<file path="src/rtl/uart_pkg.sv">
// Shared UART definitions used by uart_rx and uart_tx: receiver state
// encoding, data width and the default bit period.
package uart_pkg;

  // Bits per character and the width of the bit index that walks them.
  localparam int DATA_W = 8;
  localparam int IDX_W  = $clog2(DATA_W);

  // Default clocks per serial bit; uart_tx and uart_rx must agree on it.
  localparam int CLKS_PER_BIT_DEFAULT = 16;

  // Receiver states. PARITY is only reachable when parity is built in.
  typedef enum logic [2:0] {
    ST_IDLE      = 3'd0,
    ST_START     = 3'd1,
    ST_DATA      = 3'd2,
    ST_PARITY    = 3'd3,
    ST_STOP      = 3'd4,
    ST_WAIT_IDLE = 3'd5
  } rx_state_e;

endpackage

</file>
<file path="src/rtl/sync_2ff.sv">
// Generic single-bit two-flop synchronizer for bringing an asynchronous
// level into the clk domain. RESET_VAL sets the value both flops take
// under reset so the output looks like the signal's idle level.
module sync_2ff #(
  parameter logic RESET_VAL = 1'b0
) (
  input  logic clk,
  input  logic rst,
  input  logic d,
  output logic q
);

  logic meta;

  // Two back-to-back flops; only q is safe to use downstream.
  always_ff @(posedge clk or posedge rst) begin
    if (rst) begin
      meta <= RESET_VAL;
      q    <= RESET_VAL;
    end else begin
      meta <= d;
      q    <= meta;
    end
  end

endmodule

</file>
<file path="src/rtl/uart_rx.sv">
// UART receiver: recovers 8-bit frames (start, 8 data LSB first, optional
// even parity, stop) from an asynchronous serial line and presents each good
// byte on data with a one-cycle done strobe.
//
// Build option: define UART_RX_PARITY_EN to expect an even-parity bit after
// the data bits and enable parity_err; otherwise frames are 8N1 and
// parity_err is tied low.
//
// The byte output is named data because do is a reserved word.
module uart_rx
  import uart_pkg::*;
#(
  parameter int CLKS_PER_BIT = CLKS_PER_BIT_DEFAULT
) (
  input  logic              clk,
  input  logic              rst,
  input  logic              in,
  output logic [DATA_W-1:0] data,
  output logic              done,
  output logic              busy,
  output logic              frame_err,
  output logic              parity_err
);

  localparam int                CNT_W    = $clog2(CLKS_PER_BIT);
  localparam logic [CNT_W-1:0] CNT_MID  = CNT_W'(CLKS_PER_BIT / 2 - 1);
  localparam logic [CNT_W-1:0] CNT_LAST = CNT_W'(CLKS_PER_BIT - 1);
  localparam logic [IDX_W-1:0] IDX_LAST = IDX_W'(DATA_W - 1);

  // The mid-start alignment needs an even period of at least four clocks.
  if ((CLKS_PER_BIT < 4) || (CLKS_PER_BIT % 2 != 0)) begin : g_bad_cfg
    $error("uart_rx: CLKS_PER_BIT must be even and at least 4");
  end

  // Synchronized serial line; idles high so reset looks like an idle line.
  logic rx_s;

  sync_2ff #(
    .RESET_VAL (1'b1)
  ) u_sync (
    .clk (clk),
    .rst (rst),
    .d   (in),
    .q   (rx_s)
  );

  rx_state_e         state,       state_n;
  logic [CNT_W-1:0]  cnt,         cnt_n;
  logic [IDX_W-1:0]  idx,         idx_n;
  logic [DATA_W-1:0] shreg,       shreg_n;
  logic [DATA_W-1:0] data_n;
  logic              done_n;
  logic              frame_err_n;
`ifdef UART_RX_PARITY_EN
  logic              par,          par_n;
  logic              parity_err_q, parity_err_n;
`endif

  // Next-state, counter, shift-register and pulse logic.
  // NOTE: every signal gets a default first so no path can infer a latch;
  // combinational blocks use blocking (=) assignments only.
  always_comb begin
    state_n     = state;
    cnt_n       = cnt;
    idx_n       = idx;
    shreg_n     = shreg;
    data_n      = data;
    done_n      = 1'b0;
    frame_err_n = 1'b0;
`ifdef UART_RX_PARITY_EN
    par_n        = par;
    parity_err_n = 1'b0;
`endif

    case (state)
      ST_IDLE: begin
        cnt_n = '0;
        if (!rx_s) begin
          state_n = ST_START;
        end
      end

      // Wait to the middle of the start bit and confirm it is still low.
      ST_START: begin
        if (cnt == CNT_MID) begin
          cnt_n   = '0;
          idx_n   = '0;
          state_n = rx_s ? ST_IDLE : ST_DATA;
        end else begin
          cnt_n = cnt + 1'b1;
        end
      end

      // From here on cnt wraps once per bit, landing on mid-bit each time.
      ST_DATA: begin
        if (cnt == CNT_LAST) begin
          cnt_n          = '0;
          shreg_n[idx]   = rx_s;
          if (idx == IDX_LAST) begin
`ifdef UART_RX_PARITY_EN
            state_n = ST_PARITY;
`else
            state_n = ST_STOP;
`endif
          end else begin
            idx_n = idx + 1'b1;
          end
        end else begin
          cnt_n = cnt + 1'b1;
        end
      end

`ifdef UART_RX_PARITY_EN
      ST_PARITY: begin
        if (cnt == CNT_LAST) begin
          cnt_n   = '0;
          par_n   = rx_s;
          state_n = ST_STOP;
        end else begin
          cnt_n = cnt + 1'b1;
        end
      end
`endif

      // Judge the frame at mid-stop; a low stop bit outranks bad parity.
      // Leaving here at mid-bit tolerates a transmitter up to half a bit fast.
      ST_STOP: begin
        if (cnt == CNT_LAST) begin
          cnt_n = '0;
          if (!rx_s) begin
            frame_err_n = 1'b1;
`ifdef UART_RX_PARITY_EN
          end else if (^{shreg, par}) begin
            parity_err_n = 1'b1;
`endif
          end else begin
            data_n = shreg;
            done_n = 1'b1;
          end
          state_n = rx_s ? ST_IDLE : ST_WAIT_IDLE;
        end else begin
          cnt_n = cnt + 1'b1;
        end
      end

      // Line held low (break): wait quietly for it to return high.
      ST_WAIT_IDLE: begin
        cnt_n = '0;
        if (rx_s) begin
          state_n = ST_IDLE;
        end
      end

      default: begin
        cnt_n   = '0;
        state_n = ST_IDLE;
      end
    endcase
  end

  // State and output registers; reset abandons any frame in progress.
  // NOTE: clocked state uses non-blocking (<=) assignments only, so every
  // flop samples the pre-edge values regardless of statement order.
  always_ff @(posedge clk or posedge rst) begin
    if (rst) begin
      state     <= ST_IDLE;
      cnt       <= '0;
      idx       <= '0;
      shreg     <= '0;
      data      <= '0;
      done      <= 1'b0;
      frame_err <= 1'b0;
`ifdef UART_RX_PARITY_EN
      par          <= 1'b0;
      parity_err_q <= 1'b0;
`endif
    end else begin
      state     <= state_n;
      cnt       <= cnt_n;
      idx       <= idx_n;
      shreg     <= shreg_n;
      data      <= data_n;
      done      <= done_n;
      frame_err <= frame_err_n;
`ifdef UART_RX_PARITY_EN
      par          <= par_n;
      parity_err_q <= parity_err_n;
`endif
    end
  end

  assign busy = (state != ST_IDLE);

`ifdef UART_RX_PARITY_EN
  assign parity_err = parity_err_q;
`else
  assign parity_err = 1'b0;
`endif

endmodule

</file>
<file path="config.mk">
export PLATFORM = sky130hd
export DESIGN_NAME = uart_rx
export DESIGN_NICKNAME = d
export VERILOG_FILES = /design/src/rtl/uart_pkg.sv /design/src/rtl/sync_2ff.sv /design/src/rtl/uart_rx.sv
export SDC_FILE = /design/constraint.sdc
export NUM_CORES = 1
export LEC_CHECK = 0
export ABC_CLOCK_PERIOD_IN_PS = 4100
export CORE_MARGIN = 5
export CORE_UTILIZATION = 40
export DETAILED_ROUTE_END_ITERATION = 6
export DONT_BUFFER_PORTS = 1
export PLACE_DENSITY_LB_ADDON = 0.12
export SYNTH_ARGS = -nofsm -noshare
export SYNTH_HDL_FRONTEND = slang
export SYNTH_HIERARCHICAL = 1
export SYNTH_SLANG_ARGS = --single-unit
</file>
<file path="constraint.sdc">
create_clock -name clk -period 4.1 [get_ports clk]
set_input_delay 0.82 -clock clk [delete_from_list [all_inputs] [get_ports clk]]
set_output_delay 0.82 -clock clk [all_outputs]
set_load 0.05 [all_outputs]
</file>
### Word-level counts from Yosys, hierarchy flattened

Cells that the tools add are included.

| storage, ports and cells | value |
|---|---|
| bits in registers | 30 |
| logic and storage cells | 61 |

| operators by class | value |
|---|---|
| add/subtract/negate cells | 2 |
| $lt $le $gt $ge | 2 |
| equality and inequality tests | 14 |
| mux-type cells | 25 |
| reductions and logical operators | 9 |

Operator list:

| cell | count |
|---|---|
| 3-bit two-way mux | 10 |
| 3-bit case mux with 5 select lines | 1 |
| 2-bit != test, second input constant | 6 |
| 3-bit == test, second input constant | 3 |
| 8-bit bitwise mux | 1 |
| 4-bit two-way mux | 2 |
| 4-bit case mux with 2 select lines | 1 |
| 1-bit two-way mux | 7 |
| 3-bit case mux with 2 select lines | 1 |
| 6-bit AND reduction | 1 |
| 4-bit by 1-bit adder with 4-bit output, second input constant | 1 |
| 4-bit by 3-bit == test with 1-bit output, second input constant | 1 |
| 4-bit == test, second input constant | 1 |
| 3-bit by 4-bit less-than comparator with 1-bit output, second input constant | 1 |
| 4-bit AND reduction | 1 |
| 3-bit by 1-bit adder with 3-bit output, second input constant | 1 |
| 1-bit demux with 3-bit select | 1 |
| 3-bit by 1-bit == test with 1-bit output, second input constant | 1 |
| 3-bit by 2-bit == test with 1-bit output, second input constant | 1 |
| 3-bit by 1-bit >= comparator with 1-bit output, second input constant | 1 |
| 3-bit zero test | 1 |
| 3-bit AND reduction | 1 |
| 3-bit nonzero test | 1 |
| 2-bit two-way mux | 1 |
| other kinds (5) | 5 |

### Longest topological paths before layout

Gate-level depths: netlist of the first run.

| logic depth | value |
|---|---|
| depth after elaboration | 5 |
| mapped depth | 6 |
| depth with buffers taken out | 5 |

### Hierarchy

The synthesis of the first run kept the hierarchy.

Modules (own cells, without submodules):

| module | instances | cells an instance | area each (um2) | sequential area each (um2) |
|---|---|---|---|---|
| uart_rx | 1 | 112 | 1333.8 | 700.7 |
| sync_2ff | 1 | 3 | 56.3 | 52.6 |

### Worst setup path before layout of the first run

Ideal clock, no wire load.

| timing path | value |
|---|---|
| kind | reg-to-output |
| start point | register state[0] |
| end point | output port busy |
| data arrival time | 1.097 ns |
| required time | 3.280 ns |
| setup slack | 2.183 ns |
| stages on the path, launching flop included | 3 |
| buffers on the path | 1 |
| cells stage by stage | dfrtp_1 buf_6 or3_2 |

| on the way | value |
|---|---|
| word-level cells in the longest chain between the ends | 1 |

Ends and longest elaborated chain:

| what | line | source |
|---|---|---|
| start, declared | uart_rx.sv:47 | `rx_state_e state, state_n;` |
| start signal, assigned | uart_rx.sv:178 | `state <= state_n;` |
| 3-bit nonzero test | uart_rx.sv:192 | `assign busy = (state != ST_IDLE);` |
| end, declared | uart_rx.sv:20 | `output logic busy,` |

Every way passes these cells.

### Worst setup path after layout of the first run

Same ends and word-level chain as after synthesis.

==> results of run 1 <==
[sequential cells by signal, summed over array words and instances, names as in the netlist, 3 cells and up]
name,cells
shreg,8
data,8
state,3
cnt,4
idx,3
[Yosys cell counts, types with 3 or more instances]
library cell,number,area (µm²)
buf_4,3,22.5
dfrtp_1,28,701
ha_1,3,37.5
inv_1,8,30.0
mux2_2,17,191
nand2_1,6,22.5
nand3_1,5,25.0
nor2_1,9,33.8
nor3_1,6,30.0
xor2_1,3,26.3
[worst max path at each step]
stage                  start  endpoint  slack (ns)  cells past startpoint
global placement      idx[0]    idx[0]        2.04                      5
finish              state[0]      busy        1.79                      1
global route        state[0]      busy        1.73                      1
CTS                 state[0]      busy        1.77                      1
floorplan           state[0]      busy        2.18                      2
detailed placement    idx[0]    idx[0]        2.03                      5
[cells by family after synthesis]
family	Yosys count	share of synthesized area, %
and+or+nand+nor	36	14.0
DFF	30	54.2
muxes	20	16.3
buffers and inverters	14	5.76
AOI/OAI and AO/OA	6	3.69
xor gates and xnor gates	5	3.15
adders and majority gates	3	2.70
other	1	0.270
[power by group through the flow]
stage,Combinational (mW),Clock (mW),Sequential (mW)
floorplan,0.231,0,0.347
global placement,0.210,0,0.375
detailed placement,0.210,0,0.377
CTS,0.211,0.234,0.371
global route,0.233,0.250,0.379
finish,0.208,0.229,0.371
[per-layer routing]
| layer | vias up | GRT usage, % | wire length (µm) |
|---|---|---|---|
| li1 | 390 | - | - |
| met1 | 395 | 15.6 | 1130 |
| met2 | 26 | 16.3 | 1010 |
| met3 | 6 | 5.19 | 157 |
| met4 | 0 | 5.84 | 36 |
| met5 | - | 0 | 0 |
[worst reg2reg max path, delay by kind of cell (launching register included)]
kind / cells / cell delay [ns]
flip-flops: 1 / 0.49
adder cells (fa/ha/maj): 2 / 0.46
multiplexers: 1 / 0.29
AND/OR/NAND/NOR: 1 / 0.31
AO/OA/AOI/OAI: 1 / 0.42
[layout make-up]
class,count,area [µm²]
clock buffer,7,45.0
clock inverter,1,30.0
fill,352,1890
inverter,8,30.0
multi-input combinational,71,557
sequential,30,753
tap,46,57.6
[metrics by stage]
| step | std cells | instance area [µm²] |
|---|---|---|
| finish | 163 | 1470 |
| floorplan | 115 | 1390 |
| detailed placement | 155 | 1400 |
| global placement | 155 | 1400 |
| global route | 163 | 1470 |
| CTS | 163 | 1470 |
==> flow_summary.ini, run 1 <==
[worst_setup_path]
rrSetupSlack_ns = 2.02
required_ns = 3.28
critical_path_peak_fanout = 11
critical_path_class = reg2out
r2r_cells = 5
r2r-end = idx[0]
cp-start-kind = flop
max_stage_delay_ns = 0.66
cp-end-kind = output port
worstPathArrival_ns = 1.49
critPathBufInv = 0
crit_chain = or3_2
rr_startpoint = idx[0]
slowest_stage = or3_2
critPathTopFamily = simple AND/OR/NAND/NOR gates

[clock_network]
cts_setup_buffers = 0
cts_hold_buf = 0
clkTransAtPathRegs_ns = 0.09
clock_latency_ns = 0.32
ctsResizeCount = 0
root_buffer = clkbuf_4
cts_num_sinks = 30
cts_tree = yes
cts_max_path_buffers = 2
cts-buffers-inserted = 5
htreeDepth = 2

[global_routing]
grt_pass1_wl_um = 3950
track_usage_pct = 11.8
antenna_found_initial = 0
overflow = 0
grt_pass1_vias = 809
grt_max_degree = 29

[logic_synthesis]
synth_edf_count = 0
synth_area_um2 = 1390
synth_ff_type = dfrtp_1
ys_warn_count = 6
synth.avg_cell_area_um2 = 12.1
synth_seq_area_share_pct = 54.2
syn_nets = 121
synthCells = 115
ys_ff_latch = 30
synthArstFlopShare_pct = 100
synth.distinct_cells = 32

[timing]
max_freq_mhz = 433
fin_skew_ns = 0.00613
hold-worst-slack_ns = 0.361
rsz0062_at_grt = false
slew_violations = 0
hold_viol = 0
fin_setup_tns_ns = 0
worst_pin_slew_ns = 1.06
post-route-period-util_pct = 56.3
finalSetupViolCount = 0
max-slew-margin-rel_pct = 28.9
post-route-min-period_ns = 2.31
layout_setup_ws_ns = 1.79

[detailed_routing]
drt_wl_total_um = 2330
first_pass_iters = 4
wire_per_inst_um = 14.3
first_iter_violations = 76
vias = 817
viasPerCell = 5.01
post-route-drc-count = 0
postRouteAntennaNets = 0

[pwr]
finalPower_mw = 0.809
ir_drop_mv = 0.240
p_switching_mw = 0.269
switching_share_pct = 33.2
p_comb_share_pct = 25.8
seq_power_share_pct = 45.9
p_clk_share_pct = 28.4
p_per_area_nw_per_um2 = 549
p_leak_nw = 0.718
p_int_mw = 0.540

[placement]
post-dp-hpwl_um = 1560
place.gp.congestion = 0.822
io_buffers = 0
post-place-ws_ns = 2.03

[final_layout]
layout_commonest_cell = dfrtp_1
drive_gt1_share_pct = 25.6
nets = 122
fin_util_pct = 43.8
area_delta_synth_final_pct = 5.94
antenna_cells = 0
layout_common_cells = dfrtp_1, mux2_2, nor2_1

[die]
die_w_um = 69.0
core_region_area_um2 = 3360
rows = 21
die_h_um = 69.0
io_pins = 15
start_util_pct = 41.3
die_area_um2 = 4750

[min_path]
min-delay-start = u_sync/meta
hold_path_depth = 0
hp-class = reg2reg
hold_path_end = u_sync/q

[run_status]
status = completed

[run]
cap_violations = 0
Power figures use the tool's default switching activity.
==> inputs of run 2 (changes only) <==
--- a/config.mk
+++ b/config.mk
@@ -5,7 +5,7 @@
 export SDC_FILE = /design/constraint.sdc
 export NUM_CORES = 1
 export LEC_CHECK = 0
-export ABC_CLOCK_PERIOD_IN_PS = 4100
+export ABC_CLOCK_PERIOD_IN_PS = 2150
 export CORE_MARGIN = 5
 export CORE_UTILIZATION = 40
 export DETAILED_ROUTE_END_ITERATION = 6
==> constraint.sdc (replaced) <==
create_clock -name clk -period 2.15 [get_ports clk]
set_input_delay 0.43 -clock clk [delete_from_list [all_inputs] [get_ports clk]]
set_output_delay 0.43 -clock clk [all_outputs]
set_load 0.05 [all_outputs]
==> run 2 against run 1 <==
  * Die area is the same
  * Critical endpoint unchanged
  * Power grew 87%
  * Register-to-register slack worse by 1.8 ns
  * Critical path depth grew 1
==> flow_summary.ini, run 2 (synthesis results as in run 1) <==
[die]
die_area_um2 = 4750
io_pins = 15
start_util_pct = 41.3
die_w_um = 69.0
die_h_um = 69.0
rows = 21
core_region_area_um2 = 3360

[clock_network]
ctsResizeCount = 0
cts_num_sinks = 30
cts-buffers-inserted = 5
clock_latency_ns = 0.33
root_buffer = clkbuf_4
cts_setup_buffers = 0
cts_tree = yes
cts_max_path_buffers = 2
htreeDepth = 2
clkTransAtPathRegs_ns = 0.10

[timing]
rsz0062_at_grt = false
max_freq_mhz = 517
finalSetupViolCount = 0
fin_setup_tns_ns = 0
fin_skew_ns = 0.0102
post-route-min-period_ns = 1.93
hold_viol = 0
slew_violations = 0
hold-worst-slack_ns = 0.0386
post-route-period-util_pct = 90.0

[final_layout]
area_delta_synth_final_pct = 8.82
reg_top3 = data (8), shreg (8), cnt (4)
antenna_cells = 0
seqCellArea_um2 = 753
layout_commonest_cell = dfrtp_1
multi_input_area_um2 = 557
layout_common_cells = dfrtp_1, mux2_2, nor2_1
final_area_um2 = 1510
nFillCells = 342
nets = 129
drive_gt1_share_pct = 29.8

[placement]
post_dp_cell_area_um2 = 1440
post-dp-hpwl_um = 1610
place.gp.congestion = 0.837
io_buffers = 0

[pwr]
p_per_area_nw_per_um2 = 998
ir_drop_mv = 0.447
finalPower_mw = 1.51
p_leak_nw = 0.749

[worst_setup_path]
cp-start-kind = flop
critical_path_class = reg2out
required_ns = 1.72
cp-end-kind = output port
rr_startpoint = idx[0]
critical_path_peak_fanout = 7
r2r_cells = 5
startpoint = state[1]
worstPathArrival_ns = 1.50
r2r-end = idx[0]
rrSetupSlack_ns = 0.23

[detailed_routing]
first_pass_iters = 4
wire_per_inst_um = 13.8
drt_wl_total_um = 2340
top_layer = met4
wl_met3_um = 175
post-route-drc-count = 0
viasPerCell = 5.02
first_iter_violations = 67
wl_met1_um = 1140
vias = 853
wl_met2_um = 954
postRouteAntennaNets = 0

[min_path]
hp-class = in2async

[run]
cap_violations = 0

[global_routing]
grt_pass1_vias = 832
antenna_found_initial = 0
grt_max_degree = 29
track_usage_pct = 12.2
overflow = 0
grt_pass1_wl_um = 3960

[run_status]
status = completed
-- run 2: worst max-delay path, cell delays in order (launching register included) --
cell	delay, ns
dfrtp_1	0.42
buf_4	0.17
or3_2	0.58
-- run 2: through the flow --
| stage | cells | setup slack, ns | utilization (%) |
|---|---|---|---|
| floorplan | 115 | 0.241 | - |
| global placement | 161 | 0.236 | 42.9 |
| detailed placement | 161 | 0.245 | 42.9 |
| CTS | 170 | 0.199 | 45.0 |
| global route | 170 | 0.142 | 45.0 |
| finish | 170 | 0.216 | 45.0 |
-- run 2: timing repair --
action	CTS	global route
endpoints found under the hold margin	2	0
hold buffers	1	0
setup endpoints to repair	0	0
-- run 2: metal layers --
metal | vias to the layer above | track usage [%]
li1 | 406 | -
met1 | 402 | 15.9
met2 | 35 | 15.5
met3 | 10 | 5.35
met4 | 0 | 9.25
met5 | - | 0
-- run 2: worst max path at each step --
stage | to | slack [ns] | cells past startpoint
after detailed placement | idx[0] | 0.25 | 5
after global placement | idx[0] | 0.24 | 5
after CTS | busy | 0.20 | 2
after global routing | idx[0] | 0.14 | 5
after floorplan | idx[0] | 0.24 | 5
final | busy | 0.22 | 2
-- run 2: where the power goes --
part	switching, mW	leakage, nW	total (mW)	internal [mW]
Sequential	0.0381	0.408	0.656	0.618
Combinational	0.298	0.306	0.502	0.204
Clock	0.194	0.0353	0.352	0.158
Total	0.530	0.749	1.51	0.980
-- run 2: final cells by class --
type	instances	area share (%)
clock buffers	7	3.64
multi-input cells	71	36.8
clock inverters	1	0.331
inverters	8	1.99
well taps	46	3.80
flip-flops and latches	30	49.8
repair buffers	7	3.64
